`config.mk`:
```
export PLATFORM = sky130hd
export DESIGN_NAME = cpu_bus_arbiter
export DESIGN_NICKNAME = d
export VERILOG_FILES = /design/src/rtl/atari7800_pkg.sv /design/src/rtl/nmi_stretch.sv /design/src/rtl/cpu_bus_arbiter.sv
export SDC_FILE = /design/constraint.sdc
export NUM_CORES = 1
export LEC_CHECK = 0
export ABC_CLOCK_PERIOD_IN_PS = 3400
export BUFFER_PORTS_ARGS = -buffer_cell sky130_fd_sc_hd__buf_4
export CAP_MARGIN = 20
export CORE_MARGIN = 4
export CORE_UTILIZATION = 59
export DETAILED_ROUTE_END_ITERATION = 6
export PLACE_DENSITY = 0.81
export SETUP_SLACK_MARGIN = 0.02
export SLEW_MARGIN = 0
export SYNTH_ARGS = -nofsm -noshare
export SYNTH_HDL_FRONTEND = slang
export SYNTH_HIERARCHICAL = 1
export SYNTH_SLANG_ARGS = --single-unit
```
`constraint.sdc`:
```
create_clock -name clk_sys -period 3.4 [get_ports clk_sys]
set_input_delay 0.17 -clock clk_sys [delete_from_list [all_inputs] [get_ports clk_sys]]
set_output_delay 0.17 -clock clk_sys [all_outputs]
set_load 0.02 [all_outputs]
```
`src/rtl/atari7800_pkg.sv`:
```
// Shared types and constants for the Atari 7800 CPU-side bus logic.
package atari7800_pkg;

    // Bus arbitration states seen from the 6502 side.
    typedef enum logic [1:0] {
        RUN,
        HALT_REQ,
        HALTED,
        RESUME
    } arb_state_t;

    // Number of real cpu_ce pulses a stretched NMI is held across.
    localparam int NMI_HOLD_CE = 2;

endpackage

```
`src/rtl/nmi_stretch.sv`:
```
// Stretches a falling edge of the video chip's NMI so the edge-sensitive
// 6502 core sees it held across NMI_HOLD_CE real CPU clock enables.
module nmi_stretch
    import atari7800_pkg::*;
(
    input  logic clk_sys,
    input  logic reset_n,
    input  logic nmi_n,
    input  logic cpu_ce,
    output logic cpu_nmi_n
);

    localparam logic [1:0] LAST_CE = 2'(NMI_HOLD_CE - 1);

    logic       nmi_q;
    logic [1:0] ce_cnt;

    // Edge detect on nmi_n; hold cpu_nmi_n low until the counted cpu_ce.
    always_ff @(posedge clk_sys or negedge reset_n) begin
        if (!reset_n) begin
            nmi_q     <= 1'b1;
            ce_cnt    <= '0;
            cpu_nmi_n <= 1'b1;
        end else begin
            nmi_q <= nmi_n;
            if (nmi_q && !nmi_n) begin
                // A fresh edge (re)starts the hold, even mid-hold.
                cpu_nmi_n <= 1'b0;
                ce_cnt    <= '0;
            end else if (!cpu_nmi_n && cpu_ce) begin
                if (ce_cnt == LAST_CE) begin
                    cpu_nmi_n <= 1'b1;
                    ce_cnt    <= '0;
                end else begin
                    ce_cnt <= ce_cnt + 2'd1;
                end
            end
        end
    end

endmodule

```
`src/rtl/cpu_bus_arbiter.sv`:
```
// CPU-side responder to the video chip's HALT / READY / NMI requests.
// Generates the 6502 clock enable from the phase strobes, honours HALT only
// at read-cycle boundaries, hands the bus over with a turnaround slot and
// stretches NMI.
// Optional: define CPU_ARB_STATS_EN to add halt_count / stall_cycles ports.
module cpu_bus_arbiter
    import atari7800_pkg::*;
#(
    parameter int MAX_WRITES = 3
) (
    input  logic        clk_sys,
    input  logic        reset_n,
    input  logic        pclk0,
    input  logic        pclk1,
    input  logic        halt_n,
    input  logic        ready,
    input  logic        nmi_n,
    input  logic        cpu_rw,
    output logic        cpu_ce,
    output logic        cpu_nmi_n,
    output logic        bus_grant,
    output logic        cpu_drive_ab,
    output logic        protocol_err
`ifdef CPU_ARB_STATS_EN
    ,
    output logic [15:0] halt_count,
    output logic [15:0] stall_cycles
`endif
);

    localparam logic [1:0] WR_MAX = 2'(MAX_WRITES);

    arb_state_t state;
    logic [1:0] wr_cnt;
    logic       stall_pending;
    logic       resume_slot;   // turnaround slot of RESUME already spent
    logic       halt_again;    // HALT re-requested while resuming
    logic       armed;
    logic       p0;
    logic       p1;

    // Strobes coincident with reset release are dropped until armed.
    assign p0 = pclk0 && armed;
    assign p1 = pclk1 && armed;

    // Arm the strobe inputs one clk after reset deassertion.
    always_ff @(posedge clk_sys or negedge reset_n) begin
        if (!reset_n) armed <= 1'b0;
        // NOTE: state is updated with <= so every flop samples pre-edge values.
        else          armed <= 1'b1;
    end

    // Arbitration FSM with registered outputs.
    always_ff @(posedge clk_sys or negedge reset_n) begin
        if (!reset_n) begin
            state         <= RUN;
            wr_cnt        <= '0;
            stall_pending <= 1'b0;
            resume_slot   <= 1'b0;
            halt_again    <= 1'b0;
            cpu_ce        <= 1'b0;
            bus_grant     <= 1'b0;
            cpu_drive_ab  <= 1'b1;
            protocol_err  <= 1'b0;
        end else begin
            // NOTE: cpu_ce defaults low each clk so any pulse is exactly one clk wide.
            cpu_ce <= 1'b0;
            case (state)
                RUN: begin
                    wr_cnt <= '0;
                    if (p0) begin
                        cpu_ce        <= !stall_pending;
                        stall_pending <= 1'b0;
                    end
                    if (p1) begin
                        if (!halt_n) begin
                            // HALT wins over a simultaneous ready-stall.
                            stall_pending <= 1'b0;
                            if (cpu_rw) begin
                                state <= HALTED;
                            end else begin
                                state  <= HALT_REQ;
                                wr_cnt <= 2'd1;
                            end
                        end else if (!ready && cpu_rw) begin
                            stall_pending <= 1'b1;
                        end
                    end
                end
                HALT_REQ: begin
                    if (p0) cpu_ce <= 1'b1;
                    if (p1) begin
                        if (halt_n) begin
                            state         <= RUN;
                            wr_cnt        <= '0;
                            stall_pending <= !ready && cpu_rw;
                        end else if (cpu_rw) begin
                            state  <= HALTED;
                            wr_cnt <= '0;
                        end else if (wr_cnt == WR_MAX) begin
                            protocol_err <= 1'b1;
                        end else begin
                            wr_cnt <= wr_cnt + 2'd1;
                        end
                    end
                end
                HALTED: begin
                    if (p0) begin
                        bus_grant    <= 1'b1;
                        cpu_drive_ab <= 1'b0;
                    end
                    if (p1 && halt_n) begin
                        state       <= RESUME;
                        resume_slot <= 1'b0;
                        halt_again  <= 1'b0;
                    end
                end
                RESUME: begin
                    if (p0) begin
                        if (!resume_slot) begin
                            bus_grant   <= 1'b0;
                            resume_slot <= 1'b1;
                        end else begin
                            cpu_drive_ab <= 1'b1;
                            cpu_ce       <= 1'b1;
                            resume_slot  <= 1'b0;
                            state        <= halt_again ? HALT_REQ : RUN;
                        end
                    end
                    if (p1 && !halt_n) halt_again <= 1'b1;
                end
                default: state <= RUN;
            endcase
        end
    end

`ifdef CPU_ARB_STATS_EN
    logic halt_entry;
    logic stall_slot;

    assign halt_entry = p1 && !halt_n && cpu_rw &&
                        (state == RUN || state == HALT_REQ);
    assign stall_slot = p0 && ((state == RUN && stall_pending) ||
                               state == HALTED ||
                               (state == RESUME && !resume_slot));

    // Halt entry counter (wraps) and suppressed-slot counter (saturates).
    always_ff @(posedge clk_sys or negedge reset_n) begin
        if (!reset_n) begin
            halt_count   <= '0;
            stall_cycles <= '0;
        end else begin
            if (halt_entry) halt_count <= halt_count + 16'd1;
            if (stall_slot && stall_cycles != 16'hFFFF)
                stall_cycles <= stall_cycles + 16'd1;
        end
    end
`endif

    nmi_stretch u_nmi_stretch (
        .clk_sys   (clk_sys),
        .reset_n   (reset_n),
        .nmi_n     (nmi_n),
        .cpu_ce    (cpu_ce),
        .cpu_nmi_n (cpu_nmi_n)
    );

endmodule
```
==> results.py, run 1 <==
metrics = {
    "yosys": {
        "synth.avg_cell_area_um2": 9.75,
        "ys.warnings.count": 6,
        "synth_top_flop_cell": "dfrtp_1",
        "synth_top_area_cell": "dfrtp_1",
        "synth_seq_area_share_pct": 41.5,
        "syn-num-nets": 116,
        "ys_top_cells_by_area": "dfrtp_1, ha_1, dfstp_2",
        "yosysMostFrequentCell": "dfrtp_1",
        "synthCells": 100,
        "synthArstFlopShare_pct": 100,
        "synth_edf_count": 0,
        "yosysTopAreaCellShare_pct": 33.4,
        "synth_cell_types": 38,
        "synth_common_cells": "dfrtp_1, nand2_1, ha_1, o21ai_0",
        "ys_seq_elements": 16,
        "syn_area_um2": 975,
    },
    "power": {
        "power.density_nw_per_um2": 770,
        "p_leak_nw": 0.536,
        "ir_drop_uv": 530,
    },
    "detailed_routing": {
        "route.detailed.drc": 0,
        "drt-pass1-iter-count": 4,
        "drt-total-wl_um": 1890,
        "via_per_inst": 5.77,
        "first_iter_violations": 23,
        "ant_nets": 0,
        "num_vias": 762,
        "wl_per_cell_um": 14.3,
    },
    "die": {
        "start_util_pct": 63.2,
        "die_h_um": 48.6,
        "core-area_um2": 1540,
        "ioPinCount": 13,
        "die_area_um2": 2370,
        "rows": 14,
        "die_x_um": 48.6,
    },
    "timing": {
        "rsz0062_at_grt": "no",
        "hold_viol_final": 0,
        "setup_viol": 0,
        "fin_setup_tns_ns": 0,
        "finalCriticalPeriod_ns": 1.83,
        "fin_crit_sh_pct": 53.9,
        "fmax_mhz": 546,
        "drv_slew": 0,
        "finClkSkew_ns": 0.00509,
    },
    "min_path": {
        "hold_start": "halt_n",
        "hold_depth": 2,
        "min_path_type": "in2reg",
        "worstHoldEndpoint": "halt_again",
    },
    "setup_path": {
        "reg2reg_depth": 6,
        "end_kind": "register",
        "critPathMaxFanout": 6,
        "r2r_setup_slack_ns": 1.57,
        "worstSetupPathType": "reg2reg",
        "r2r-end": "state[0]",
        "worstSetupStartpointType": "register",
        "cp-startpoint": "state[1]",
        "crit_arrival_ns": 2.02,
        "cp.required_ns": 3.59,
        "worstReg2RegStart": "state[1]",
    },
    "final_layout": {
        "largestRegisters": "state: 2 flops, u_nmi_stretch/ce_cnt: 2 flops, wr_cnt: 2 flops",
        "finalNetCount": 133,
        "diodes": 0,
        "drive_above_1_share_pct": 19.8,
        "area_delta_synth_final_pct": 15.0,
        "final_cells": 132,
    },
    "clock_tree": {
        "root_buffer": "clkbuf_4",
        "cts_setup_buffers": 0,
        "cts.sinks": 16,
        "path_clk_slew_ns": 0.10,
        "cts.repair.resized": 0,
        "cts_buffer_depth": 2,
        "h-tree-depth": 1,
        "tritoncts": "built",
        "clkLatencyLatePin_ns": 0.29,
        "cts-buffers-inserted": 3,
    },
    "placed_design": {
        "dp.final_hpwl_um": 1450,
        "place_inst": 126,
        "gp_congestion": 0.850,
        "portBuffers": 12,
    },
    "global_route": {
        "grt_pass1_wl_um": 3450,
        "grt_max_degree": 17,
        "grtUsageTotal_pct": 18.4,
        "antenna_found_initial": 0,
        "overflow": 0,
        "grt_pass1_vias": 785,
    },
    "run_status": {
        "status": "finished clean",
    },
    "job": {
        "drv_cap": 0,
    },
}
==> metrics by stage <==
step	util (%)	hold WS, ns	power, mW	setup WS [ns]	instance area [µm²]
floorplan	-	-0.126	0.640	1.77	975
global placement	69.7	0.0366	0.735	1.64	1070
detailed placement	69.7	0.0381	0.753	1.57	1070
CTS	72.7	0.120	0.864	1.57	1120
global route	72.7	0.122	0.954	1.39	1120
finish	72.7	0.128	0.864	1.57	1120
==> placed cells by master (no fill, tap or decap), types with 2 or more instances in the layout <==
cell / n
nor3_1: 2
nor2b_1: 5
dlygate4sd3_1: 2
a21oi_1: 7
clkbuf_4: 3
inv_1: 7
mux2_2: 2
dfstp_2: 3
mux2_1: 2
dfrtp_1: 13
ha_1: 8
nand2_1: 10
nor2_1: 5
buf_4: 12
o2111ai_1: 2
o21ai_0: 8
==> routing by layer <==
metal,track usage (%),wire [µm],vias to the layer above
met5,0,0,-
met4,8.07,30,0
met3,3.68,57,3
met2,30.2,913,12
met1,23.0,890,356
li1,-,-,391
==> worst max path at each step <==
stage                to  slack, ns
6_report       state[0]       1.57
4_1_cts        state[0]       1.57
5_1_grt        state[1]       1.39
3_5_place_dp   state[0]       1.57
2_1_floorplan  state[0]       1.77
3_3_place_gp   state[0]       1.64
==> power by group <==
part           internal (mW)  switching, mW  leakage, nW
clock                 0.0457         0.0623       0.0150
sequential             0.258         0.0531        0.202
combinational          0.204          0.241        0.319
==> critical path, stage by stage (launching register included) <==
cell	delay (ns)
dfrtp_1	0.43
inv_1	0.14
ha_1	0.28
nor3b_2	0.29
nor3_2	0.08
o2111ai_1	0.15
mux2_1	0.35
==> logic make-up (layout without fill, tap and decap cells) <==
group	after synthesis	in the layout	synth area share (%)
compound gates	32	32	22.0
simple gates	28	28	15.7
flops	16	16	41.5
buf+inv	9	25	3.72
fa+ha+maj	8	8	10.3
mux	5	5	5.65
other cells	1	1	0.385
xor+xnor	1	1	0.899
==> what timing repair did <==
item	4_1_cts	5_1_grt
hold buffers	2	0
hold endpoints to repair	17	0
endpoints found under the setup margin	0	0
==> area by class of cell <==
cell class	instances	area [µm²]
clock buffer	4	26.3
sequential	16	404
multi-input combinational	75	534
tap	16	20.0
fill	129	420
inverter	7	26.3
timing repair buffer	14	110
Power figures use the tool's default switching activity.
==> run 2, diff against run 1 <==
--- a/config.mk
+++ b/config.mk
@@ -5,13 +5,14 @@
 export SDC_FILE = /design/constraint.sdc
 export NUM_CORES = 1
 export LEC_CHECK = 0
-export ABC_CLOCK_PERIOD_IN_PS = 3400
+export ABC_AREA = 1
+export ABC_CLOCK_PERIOD_IN_PS = 1500
 export BUFFER_PORTS_ARGS = -buffer_cell sky130_fd_sc_hd__buf_4
 export CAP_MARGIN = 20
 export CORE_MARGIN = 4
-export CORE_UTILIZATION = 59
+export CORE_UTILIZATION = 50
 export DETAILED_ROUTE_END_ITERATION = 6
-export PLACE_DENSITY = 0.81
+export PLACE_DENSITY = 0.73
 export SETUP_SLACK_MARGIN = 0.02
 export SLEW_MARGIN = 0
 export SYNTH_ARGS = -nofsm -noshare
==> constraint.sdc (replaced) <==
create_clock -name clk_sys -period 1.5 [get_ports clk_sys]
set_input_delay 0.075 -clock clk_sys [delete_from_list [all_inputs] [get_ports clk_sys]]
set_output_delay 0.075 -clock clk_sys [all_outputs]
set_load 0.02 [all_outputs]
==> results.py, run 2 <==
metrics = {
    "run_status": {
        "status": "finished clean",
    },
    "setup_path": {
        "end_kind": "register",
        "reg2reg_depth": 8,
        "worstSetupStartpointType": "register",
        "path_common_cell": "nand2_1",
        "crit_chain": "buf_4 > ha_1 > nand2_1 > nand2_2 > nor2_4 > nand2_2 > nand2_1 > nand2_1",
        "crit_slowest_cell": "dfrtp_1",
        "cp-startpoint": "state[1]",
        "slowest_delay_ns": 0.42,
        "worstReg2RegStart": "state[1]",
        "crit_arrival_ns": 1.57,
        "worstSetupPathType": "reg2reg",
        "critPathMaxFanout": 4,
        "r2r-end": "state[0]",
        "r2r_setup_slack_ns": 0.11,
        "cp.required_ns": 1.69,
    },
    "min_path": {
        "min_path_type": "in2reg",
        "hold_depth": 3,
        "worstHoldEndpoint": "protocol_err",
        "hold_start": "pclk1",
    },
    "power": {
        "ir_drop_uv": 1130,
        "p_leak_nw": 0.672,
        "finalPower_mw": 2.05,
        "power.density_nw_per_um2": 1690,
    },
    "final_layout": {
        "drive_above_1_share_pct": 24.5,
        "largestRegisters": "state: 2 flops, u_nmi_stretch/ce_cnt: 2 flops, wr_cnt: 2 flops",
        "diodes": 0,
        "area_delta_synth_final_pct": 19.6,
        "layout_common_cells": "nand2_1, inv_1, nand3_1",
        "final_common_cell": "nand2_1",
        "fill_cells": 190,
        "finalNetCount": 172,
    },
    "timing": {
        "drv_slew": 0,
        "fmax_mhz": 722,
        "rsz0062_at_grt": "yes",
        "finalCriticalPeriod_ns": 1.39,
        "finClkSkew_ns": 0.00111,
        "fin_setup_tns_ns": 0,
        "final.setup.worst_slack_ns": 0.115,
        "hold_ws_ns": 0.146,
        "hold_viol_final": 0,
        "setup_viol": 0,
        "fin_crit_sh_pct": 92.3,
    },
    "yosys": {
        "synth_common_cells": "nand2_1, inv_1, nand3_1, dfrtp_1",
        "synth_top_area_cell": "dfrtp_1",
        "synth_cell_types": 19,
        "synth_seq_area_share_pct": 39.8,
        "synthCells": 136,
        "synth_edf_count": 0,
        "ys_seq_elements": 16,
        "ys.warnings.count": 6,
        "synth_top_flop_cell": "dfrtp_1",
        "syn-num-nets": 152,
        "yosysMostFrequentCell": "nand2_1",
        "yosysTopAreaCellShare_pct": 32.1,
        "synthArstFlopShare_pct": 100,
        "syn_area_um2": 1010,
        "synth.avg_cell_area_um2": 7.46,
        "ys_top_cells_by_area": "dfrtp_1, nand2_1, ha_1",
    },
    "job": {
        "drv_cap": 0,
    },
    "placed_design": {
        "gp_congestion": 0.954,
        "dp.final_hpwl_um": 1540,
        "portBuffers": 12,
        "dp_worst_setup_slack_ns": 0.0702,
    },
    "clock_tree": {
        "tritoncts": "built",
        "h-tree-depth": 1,
        "cts.sinks": 16,
        "path_clk_slew_ns": 0.09,
        "clkLatencyLatePin_ns": 0.28,
        "cts-buffers-inserted": 3,
        "root_buffer": "clkbuf_4",
        "cts_buffer_depth": 2,
    },
    "global_route": {
        "overflow": 0,
        "grt_max_degree": 17,
        "grtUsageTotal_pct": 17.3,
        "antenna_found_initial": 0,
        "grt_pass1_wl_um": 3520,
        "grt_pass1_vias": 828,
    },
    "die": {
        "die_h_um": 53.1,
        "start_util_pct": 52.3,
        "ioPinCount": 13,
        "die_area_um2": 2810,
        "core-area_um2": 1940,
        "die_x_um": 53.1,
        "rows": 16,
    },
    "detailed_routing": {
        "first_iter_violations": 11,
        "wl_met3_um": 79,
        "drt-total-wl_um": 1940,
        "ant_nets": 0,
        "wl_per_cell_um": 10.6,
        "wl_met2_um": 992,
        "wirelength_met1_um": 843,
        "routed.top_layer": "met4",
        "num_vias": 862,
        "via_per_inst": 4.74,
        "drt-pass1-iter-count": 4,
        "route.detailed.drc": 0,
    },
}
-- run 2: cell count changes in the layout (fill, tap and decap cells not counted), sizes merged, moves of 2 or more --
| cell | before | now |
|---|---|---|
| o2111ai | 2 | 0 |
| mux2 | 4 | 0 |
| inv | 7 | 25 |
| nor3b | 2 | 0 |
| nand3 | 1 | 16 |
| nand2 | 10 | 46 |
| nor2 | 5 | 11 |
| a21oi | 7 | 4 |
| o21ai | 9 | 5 |
| nor3 | 3 | 0 |
| nor2b | 6 | 0 |
-- run 2: logic make-up after synthesis --
logic type | after synthesis | share of synthesized area, %
other cells | 1 | 0.370
compound gates | 12 | 6.66
simple gates | 73 | 33.7
buf+inv | 26 | 9.62
flops | 16 | 39.8
fa+ha+maj | 8 | 9.86
-- run 2: layout make-up --
class                   instances  area, µm²  area share (%)
clock buffers                   4       36.3            2.99
inverters                      26       97.6            8.04
multi-input cells              94        523            43.1
flip-flops and latches         16        405            33.4
well taps                      27       33.8            2.78
repair buffers                 15        118            9.69
-- run 2: worst max path at each step --
stage,to,slack [ns]
after floorplan,wr_cnt[1],0.21
after global placement,state[0],0.11
after detailed placement,state[0],0.07
after CTS,state[0],0.06
after global routing,wr_cnt[1],0.004
final,state[0],0.11
-- run 2: per-layer routing --
| layer | GRT usage [%] | up-vias |
|---|---|---|
| li1 | - | 454 |
| met1 | 18.6 | 387 |
| met2 | 31.4 | 17 |
| met3 | 6.48 | 4 |
| met4 | 4.68 | 0 |
| met5 | 0 | - |
-- run 2: power breakdown --
part | total, mW | internal (mW) | switching, mW
clock | 0.284 | 0.148 | 0.136
combinational | 1.09 | 0.433 | 0.656
sequential | 0.673 | 0.574 | 0.0997
total | 2.05 | 1.15 | 0.892
-- run 2: repair_timing --
action | 4_1_cts | 5_1_grt
resized for setup | 0 | 7
hold buffers | 2 | 0
hold endpoints to repair | 17 | 0
setup endpoints to repair | 0 | 6
setup buffers | 0 | 1
-- run 2: metrics by stage --
step | cell area (µm²) | std cells | util [%]
finish | 1210 | 182 | 62.5
global route | 1210 | 182 | 62.5
CTS | 1190 | 181 | 61.5
detailed placement | 1140 | 175 | 58.6
global placement | 1140 | 175 | 58.6
floorplan | 1010 | 136 | -
-- run 2: critical path: cells and delay by family (launching register included) --
kind / cells / cell delay, ns
simple gates: 6 / 0.51
flops: 1 / 0.42
fa+ha+maj: 1 / 0.19
buf+inv: 1 / 0.15
==> run 3, diff against run 2 <==
--- a/config.mk
+++ b/config.mk
@@ -12,6 +12,7 @@
 export CORE_MARGIN = 4
 export CORE_UTILIZATION = 50
 export DETAILED_ROUTE_END_ITERATION = 6
+export MAX_ROUTING_LAYER = met4
 export PLACE_DENSITY = 0.73
 export SETUP_SLACK_MARGIN = 0.02
 export SLEW_MARGIN = 0
==> results.py, run 3 (synthesized netlist as in run 2, its figures left out) <==
metrics = {
    "global_route": {
        "antenna_found_initial": 0,
        "grtUsageTotal_pct": 17.8,
        "grt_max_degree": 17,
        "grt_pass1_vias": 828,
        "overflow": 0,
        "grt_pass1_wl_um": 3530,
    },
    "setup_path": {
        "cp.required_ns": 1.69,
        "reg2reg_depth": 8,
        "critPathMaxFanout": 4,
        "worstSetupStartpointType": "register",
        "end_kind": "register",
        "crit_arrival_ns": 1.57,
        "worstSetupPathType": "reg2reg",
    },
    "clock_tree": {
        "cts.sinks": 16,
        "path_clk_slew_ns": 0.09,
        "root_buffer": "clkbuf_4",
        "clkLatencyLatePin_ns": 0.28,
        "cts-buffers-inserted": 3,
        "h-tree-depth": 1,
        "cts_buffer_depth": 2,
        "tritoncts": "built",
    },
    "final_layout": {
        "drive_above_1_share_pct": 24.5,
        "area_delta_synth_final_pct": 19.6,
        "final_core_util_pct": 62.5,
        "finalNetCount": 172,
        "fill_cells": 190,
        "final_cells": 182,
        "diodes": 0,
        "fin_area_um2": 1210,
        "layout_common_cells": "nand2_1, inv_1, nand3_1",
        "largestRegisters": "state: 2 flops, u_nmi_stretch/ce_cnt: 2 flops, wr_cnt: 2 flops",
        "final_common_cell": "nand2_1",
    },
    "timing": {
        "final.setup.worst_slack_ns": 0.113,
        "hold_viol_final": 0,
        "hold_ws_ns": 0.145,
        "drv_slew": 0,
        "fmax_mhz": 721,
        "fin_setup_tns_ns": 0,
        "fin_crit_sh_pct": 92.5,
        "finClkSkew_ns": 0.000555,
        "finalCriticalPeriod_ns": 1.39,
        "rsz0062_at_grt": "yes",
        "setup_viol": 0,
    },
    "placed_design": {
        "place_inst": 175,
        "dp_worst_setup_slack_ns": 0.0702,
        "gp_congestion": 0.971,
        "dp.final_hpwl_um": 1540,
        "portBuffers": 12,
        "placed_cell_area_um2": 1140,
    },
    "power": {
        "p_leak_nw": 0.672,
        "finalPower_mw": 2.05,
        "ir_drop_uv": 1130,
        "power.density_nw_per_um2": 1690,
    },
    "min_path": {
        "min_path_type": "in2reg",
        "hold_depth": 3,
    },
    "detailed_routing": {
        "ant_nets": 0,
        "drt-total-wl_um": 1940,
        "route.detailed.drc": 0,
        "drt-pass1-iter-count": 4,
        "via_per_inst": 4.75,
        "first_iter_violations": 10,
        "wl_per_cell_um": 10.7,
        "num_vias": 865,
    },
    "die": {
        "core-area_um2": 1940,
        "start_util_pct": 52.3,
        "die_h_um": 53.1,
        "ioPinCount": 13,
        "die_x_um": 53.1,
        "rows": 16,
        "die_area_um2": 2810,
    },
    "run_status": {
        "status": "finished clean",
    },
    "job": {
        "drv_cap": 0,
    },
}
==> run 3: power breakdown <==
group	switching, mW	internal [mW]
combinational	0.657	0.432
sequential	0.101	0.574
clock	0.135	0.148
==> run 3: worst paths after layout <==
path	start	end	slack (ns)
setup / recovery	state[1]	state[0]	0.11
setup reg to reg	state[1]	state[0]	0.11
hold / removal	pclk1	protocol_err	0.14
max in group asynchronous	reset_n	cpu_drive_ab	1.09
min in group asynchronous	reset_n	protocol_err	0.17
hold reg to reg	cpu_drive_ab	cpu_drive_ab	0.48
==> run 3: repair_timing <==
| action | 4_1_cts | 5_1_grt |
|---|---|---|
| hold endpoints to repair | 17 | 0 |
| buffers inserted | 0 | 1 |
| setup endpoints to repair | 0 | 6 |
| gates resized for setup | 0 | 7 |
| hold buffers | 2 | 0 |
==> run 3: layer usage <==
layer  wire length [µm]  vias to the layer above  part of all wire (%)  track usage [%]
met5                  0                        -                     0                -
met4                 25                        0                   1.3             4.68
met3                 65                        4                   3.4             6.20
met2                992                       13                    51             31.4
met1                856                      394                    44             18.8
li1                   -                      454                     -                -
==> run 3: cell type report <==
type / count / area [µm²] / area share [%]
multi-input combinational: 94 / 523 / 43.1
sequential: 16 / 405 / 33.4
timing repair buffer: 15 / 118 / 9.69
inverter: 26 / 97.6 / 8.04
clock buffer: 4 / 36.3 / 2.99
tap: 27 / 33.8 / 2.78
==> run 3: critical path, stage by stage, from the launching register on <==
cell and delay (ns):
dfrtp_1 0.42, buf_4 0.15, ha_1 0.19, nand2_1 0.14
nand2_2 0.08, nor2_4 0.12, nand2_2 0.07, nand2_1 0.06
nand2_1 0.04
